==> config.mk <==
export PLATFORM = sky130hd
export DESIGN_NAME = hazard_flush_ctrl
export DESIGN_NICKNAME = d
export VERILOG_FILES = /design/src/rtl/hazard_flush_ctrl.sv
export SDC_FILE = /design/constraint.sdc
export NUM_CORES = 1
export LEC_CHECK = 0
export ABC_AREA = 1
export CAP_MARGIN = 25
export CELL_PAD_IN_SITES_DETAIL_PLACEMENT = 1
export CELL_PAD_IN_SITES_GLOBAL_PLACEMENT = 2
export CORE_UTILIZATION = 28
export CTS_CLUSTER_DIAMETER = 120
export DETAILED_ROUTE_END_ITERATION = 16
export GPL_TIMING_DRIVEN = 0
export PLACE_DENSITY = 0.85
export SLEW_MARGIN = 20
export SYNTH_ARGS = -nofsm -noshare
export SYNTH_HDL_FRONTEND = slang
export SYNTH_SLANG_ARGS = --single-unit
==> constraint.sdc <==
create_clock -name clk_i -period 1.9 [get_ports clk_i]
set_input_delay 0.475 -clock clk_i [delete_from_list [all_inputs] [get_ports clk_i]]
set_output_delay 0.475 -clock clk_i [all_outputs]
set_load 0.02 [all_outputs]
==> src/rtl/hazard_flush_ctrl.sv <==
// Hazard and flush controller for the 16-bit five-stage pipeline.
// Drives PC/IF-ID enables, ID/EX and IF/ID flushes, freeze, and event counters.
module hazard_flush_ctrl #(
    parameter int LOAD_STALL_CYCLES = 1,
    parameter int CNT_W             = 16
) (
    input  logic             clk_i,
    input  logic             rst_n,
    input  logic [2:0]       id_rs_i,
    input  logic [2:0]       id_rt_i,
    input  logic             id_uses_rt_i,
    input  logic             ex_mem_read_i,
    input  logic [2:0]       ex_rt_reg_i,
    input  logic             ex_branch_taken_i,
    input  logic             id_jump_i,
    input  logic             mem_busy_i,
    input  logic             cnt_clr_i,
    output logic             pc_write_o,
    output logic             if_id_write_o,
    output logic             if_id_flush_o,
    output logic             data_id_ex_flush_o,
    output logic             branch_id_ex_flush_o,
    output logic             pipe_freeze_o,
    output logic [CNT_W-1:0] stall_cnt_o,
    output logic [CNT_W-1:0] flush_cnt_o
);

    localparam logic [1:0] S_RUN    = 2'd0;
    localparam logic [1:0] S_LSTALL = 2'd1;
    localparam logic [1:0] S_FREEZE = 2'd2;

    logic [1:0]       state_q, state_d;
    logic [1:0]       ret_q, ret_d;
    logic [2:0]       bcnt_q, bcnt_d;
    logic [CNT_W-1:0] stall_q, stall_d;
    logic [CNT_W-1:0] flush_q, flush_d;

    logic luh;
    logic pc_we, ifid_we, ifid_fl, data_fl, br_fl, frz;
    logic stall_inc, flush_inc;

    assign luh = ex_mem_read_i && (ex_rt_reg_i != 3'd0) &&
                 ((ex_rt_reg_i == id_rs_i) ||
                  (id_uses_rt_i && (ex_rt_reg_i == id_rt_i)));

    always_comb begin
        state_d = state_q;
        ret_d   = ret_q;
        bcnt_d  = bcnt_q;
        pc_we   = 1'b0;
        ifid_we = 1'b0;
        ifid_fl = 1'b0;
        data_fl = 1'b0;
        br_fl   = 1'b0;
        frz     = 1'b0;
        case (state_q)
            S_RUN: begin
                if (mem_busy_i) begin
                    frz     = 1'b1;
                    ret_d   = S_RUN;
                    state_d = S_FREEZE;
                end else if (ex_branch_taken_i) begin
                    pc_we   = 1'b1;
                    ifid_fl = 1'b1;
                    br_fl   = 1'b1;
                end else if (luh) begin
                    data_fl = 1'b1;
                    if (LOAD_STALL_CYCLES > 1) begin
                        bcnt_d  = 3'(LOAD_STALL_CYCLES - 2);
                        state_d = S_LSTALL;
                    end
                end else if (id_jump_i) begin
                    pc_we   = 1'b1;
                    ifid_fl = 1'b1;
                end else begin
                    pc_we   = 1'b1;
                    ifid_we = 1'b1;
                end
            end
            S_LSTALL: begin
                // EX holds a bubble here, so branch/jump inputs are stale
                if (mem_busy_i) begin
                    frz     = 1'b1;
                    ret_d   = S_LSTALL;
                    state_d = S_FREEZE;
                end else begin
                    data_fl = 1'b1;
                    if (bcnt_q == 3'd0) begin
                        state_d = S_RUN;
                    end else begin
                        bcnt_d = bcnt_q - 3'd1;
                    end
                end
            end
            S_FREEZE: begin
                frz = 1'b1;
                if (!mem_busy_i) begin
                    state_d = ret_q;
                end
            end
            default: begin
                state_d = S_RUN;
            end
        endcase
    end

    assign pc_write_o           = pc_we & rst_n;
    assign if_id_write_o        = ifid_we & rst_n;
    assign if_id_flush_o        = ifid_fl & rst_n;
    assign data_id_ex_flush_o   = data_fl & rst_n;
    assign branch_id_ex_flush_o = br_fl & rst_n;
    assign pipe_freeze_o        = frz & rst_n;

    assign stall_inc = ~pc_write_o;
    assign flush_inc = if_id_flush_o | data_id_ex_flush_o | branch_id_ex_flush_o;

    // Clear wins over increment; increments saturate at all-ones
    always_comb begin
        stall_d = stall_q;
        flush_d = flush_q;
        if (cnt_clr_i) begin
            stall_d = '0;
            flush_d = '0;
        end else begin
            if (stall_inc && (stall_q != '1)) begin
                stall_d = stall_q + 1'b1;
            end
            if (flush_inc && (flush_q != '1)) begin
                flush_d = flush_q + 1'b1;
            end
        end
    end

    always_ff @(posedge clk_i or negedge rst_n) begin
        if (!rst_n) begin
            state_q <= S_RUN;
            ret_q   <= S_RUN;
            bcnt_q  <= 3'd0;
            stall_q <= '0;
            flush_q <= '0;
        end else begin
            state_q <= state_d;
            ret_q   <= ret_d;
            bcnt_q  <= bcnt_d;
            stall_q <= stall_d;
            flush_q <= flush_d;
        end
    end

    assign stall_cnt_o = stall_q;
    assign flush_cnt_o = flush_q;

endmodule

# After elaboration in Yosys (flattened, before gate mapping)
# Cells that the tools add are included.
# word_totals
register_bits	39
input_bits	17
out_inout_bits	38
wordCells	81
# op_classes
addsub	3
eq_ne	10
muxes	36
bitwise	11
n_reduce_logical	16
# op_table
operator	count
$mux 16	4
$add 16x1->16 const B	2
$ne 16x16->1 const B	2
$mux 1	22
$mux 2	6
$reduce_and 3->1	3
$and 1x1->1	6
$eq 3x3->1	2
$ne 2x2->1 const B	3
$pmux 2 s3	1
$reduce_bool 2->1	3
$logic_and 1x1->1	5
$pmux 1 s2	2
$pmux 2 s2	1
$logic_not 3->1	1
$ne 3x3->1 const B	1
$not 1->1	3
$reduce_bool 3->1	1
$sub 3x1->3 const B	1
$eq 2x1->1 const B	1
$eq 2x2->1 const B	1
$logic_not 2->1	1
$or 1x1->1	2
$reduce_or 2->1	1
$logic_or 1x1->1	1

# Longest topological paths before layout
# logic_depth
word_depth	14
ltp_mapped	14
ltp_nobuf	13

# Least setup slack after synthesis
# OpenSTA, ideal clock, no wires.
# synth_timing
path_kind	input to output
start	in mem_busy_i
end	out if_id_write_o
t_arrival_ps	1362
t_required_ps	1425
setup_slack_ps	63
stages	3
path_buffers	0
cell_sequence	nor3_1 nand2_1 a211oi_1
# synth_between
elab_chain_cells	3
# synth_lines
item	line	text
start, declared	16	input logic mem_busy_i,
$mux 1	58	if (mem_busy_i) begin
$mux 1	56	case (state_q)
$and 1x1->1	108	assign if_id_write_o = ifid_we & rst_n;
end, declared	19	output logic if_id_write_o,
# Every way passes these cells.

# Worst setup path after layout
# layout_timing
start	in id_jump_i
end	out if_id_write_o
# layout_between
elab_chain_cells	6
# layout_lines
item	line	text
start, declared	15	input logic id_jump_i,
$mux 1	72	end else if (id_jump_i) begin
$mux 1	66	end else if (luh) begin
$mux 1	62	end else if (ex_branch_taken_i) begin
$mux 1	58	
$mux 1	56	
$and 1x1->1	108	
# Every way passes these cells.

==> summary.md <==
| Metric | Value |
|---|---|
| Final #Nets | 434 |
| Data required time at the worst endpoint | 1.42 ns |
| Min Hold Slack | 0.217 ns |
| Met3 wire len | 243 microns |
| Outcome | finished with violations |
| Sequential area share after synthesis | 0.379 |
| Die X | 96.6 microns |
| Worst-margin pin slew | 0.534 ns |
| FF/Latch Area | 961 sq um |
| DR DRC count | 0 |
| Xor and xnor fraction of the mapped netlist area | 0.101 |
| Ports | 55 |
| Largest net degree at the start of global routing | 14 |
| Reported max-cap violation count | 0 |
| Vias in the first global route | 2726 |
| Setup ws final | -0.0250 ns |
| Drt initial violations | 78 |
| First-pass GRT wire length | 13400 microns |
| Top post-synthesis cells by area | dfrtp_1 38%, nand2_1 11%, xor2_1 8.4% |
| Clk sinks | 38 |
| Pre-Repair DR Iteration Count | 4 |
| Failing checks | setup timing |
| Crit path max fanout | 2 |
| Site Rows | 34 |
| Filler instances | 1061 |
| Routed via count | 2529 |
| GPL Wtd Cong | 0.831 |
| Worst Setup Start Kind | input pin |
| # port buffers | 53 |
| Mapped Area | 0.00251 sq mm |
| Final Hold Vio Count | 0 |
| FF+latch count, synth | 38 |
| Mux cell area share after synthesis | 0 |
| Area of the multi-input gates | 0.00139 sq mm |
| Synth top area share | 0.379 |
| Synth area leader | dfrtp_1 |
| Remaining Overflow, GRT | 0 |
| CTS Buf Count | 5 |
| Area Growth Syn to Fin | 41.4% |
| Synth warn | 0 |
| Fin crit period | 1.92 ns |
| P_leak | 1.88 nW |
| GRT Overall Usage | 0.177 |
| Share of layout cells above drive strength 1 | 0.197 |
| Setup CP Type | input pin to output pin |
| Commonest cells after routing, fill and taps aside | 66 x nand2_1, 40 x inv_1, 40 x nand3_1, 30 x dfrtp_1, 29 x nor2_1 |
| Slew HR | 0.643 |
| Clock Pin Slew Worst Setup and Hold Paths | 0.07 ns |
| Total power draw | 1.65 mW |
| Final ANT Viol Nets | 0 |
| Adder-Cell Fraction of Synth Area | 0.0200 |
| Mapped Avg Cell Area | 7.46 sq um |
| Fmax | 519 MHz |
| Core ar. | 0.00868 sq mm |
| Util after Layout | 0.408 |
| RSZ-0062 raised after global routing | true |
| Critical Path AT | 1.45 ns |
| Diodes inserted | 0 |
| RR Startpoint | stall_cnt_o[4]$_DFFE_PN0P_ |
| Die height | 96.6 microns |
| Routed wl met2 | 3900 microns |
| HP Class | input pin to asynchronous set/reset pin |
| Vias per Instance | 4.86 |
| Pins over their slew limit | 0 |
| H-tree depth | 2 |
| Gate count after technology mapping | 336 |
| Worst-skew pair later-pin latency | 0.29 ns |
| Post-synthesis simple-gate area fraction | 0.341 |
| PD cells | 465 mW/mm^2 |
| Synth Area in Compound Gates | 0.0579 |
| Fin Clk Skew | 0.00526 ns |
| Worst VDD drop | 198 uV |
| Reg2reg end | stall_cnt_o[6]$_DFFE_PN0P_ |
| Routed len/inst | 14.8 microns |
| CP Capture Type | output pin |
| Root Driver | clkbuf_8 |
| Die area | 0.00934 sq mm |
| Commonest non-fill, non-tap cell in the layout | nand2_1 |
| Initial antenna violation count | 0 |
| TritonCTS clock tree | done |
| Main combinational cell family by area after synthesis | simple AND/OR/NAND/NOR gates |
| Post-Syn Nets | 357 |
| Starting Density | 0.289 |
| M1 wire length | 3510 microns |
| Final setup viols | 1 |
| Setup TNS | -0.0250 ns |
| Top Layer Used | met4 |
| R2R Setup Slk | 0.16 ns |
| R2R cell count | 10 |
| Post-DP HPWL | 5490 microns |
| Clk buf depth | 2 |
| Drt total wl | 7710 microns |
| Synth unique cells | 27 |
| Period Utilization, post-route | 1.01 |
[what timing repair did]
action                                  CTS  global route
setup buffers                             7             7
gates cloned                              1             0
pin swaps                                21            13
gates resized for setup                 101            30
endpoints found under the setup margin   40            52
hold buffers                              1             0
hold endpoints to repair                 12             0
[area by class of cell]
class,count,area share
flip-flops and latches,38,0.271
plain buffers,13,0.0240
repair buffers,70,0.201
multi-input cells,238,0.392
inverters,47,0.0508
well taps,108,0.0381
clock buffers,6,0.0233
[cells by family after synthesis]
family / after synthesis
AO/OA/AOI/OAI: 21
XOR/XNOR: 29
adder cells (fa/ha/maj): 4
buffers and inverters: 60
flip-flops: 38
AND/OR/NAND/NOR: 184
[routing by layer]
metal | track usage | vias up
met5 | 0 | -
met4 | 0.0402 | 0
met3 | 0.0311 | 6
met2 | 0.304 | 40
met1 | 0.230 | 1229
li1 | - | 1254
[flip-flops by register name, summed over array words and instances, names as in the netlist]
name         count
state_q          2
flush_cnt_o     16
bcnt_q           3
stall_cnt_o     16
ret_q            1
[where the power goes]
group	leakage (nW)	total, mW	switching [mW]	internal, mW
combinational	1.33	0.252	0.141	0.112
clock	0.0431	0.566	0.286	0.280
sequential	0.507	0.831	0.0130	0.818
total	1.88	1.65	0.439	1.21
[synthesized netlist by cell type, drive strengths merged]
master / number
o21bai: 1
xor2: 24
ha: 4
dfrtp: 38
o21ai: 4
a21oi: 1
clkinv: 1
a21boi: 1
nor2: 31
nand4: 23
a211oi: 1
xnor2: 5
inv: 46
nand2: 73
o31ai: 13
or2: 1
buf: 7
clkbuf: 6
nor3: 12
nand3: 44
[worst max-delay path, cell delays in order]
cell	delay, ns
clkdlybuf4s50_1	0.40
or2_4	0.26
a211oi_2	0.14
buf_4	0.17
[worst max path at each step]
stage                                      start             to  slack [ns]
after floorplan                       mem_busy_i  if_id_write_o        0.06
after global placement                     rst_n  if_id_write_o       -2.32
after detailed placement                   rst_n  if_id_write_o       -0.92
after CTS                 state_q[1]$_DFFE_PN0P_  if_id_write_o       -0.04
after global routing      state_q[1]$_DFFE_PN0P_  if_id_write_o       -0.07
final                                  id_jump_i  if_id_write_o       -0.02
[metrics by stage]
stage                     instances  instance area (sq um)  worst slack, ns
after global placement          497                   3170            -2.32
after detailed placement        498                   3190           -0.917
after CTS                       513                   3420          -0.0437
final                           520                   3540          -0.0250
after global routing            520                   3540          -0.0683
after floorplan                 336                   2510           0.0634
Note: power is estimated with default switching activity, not from simulation.
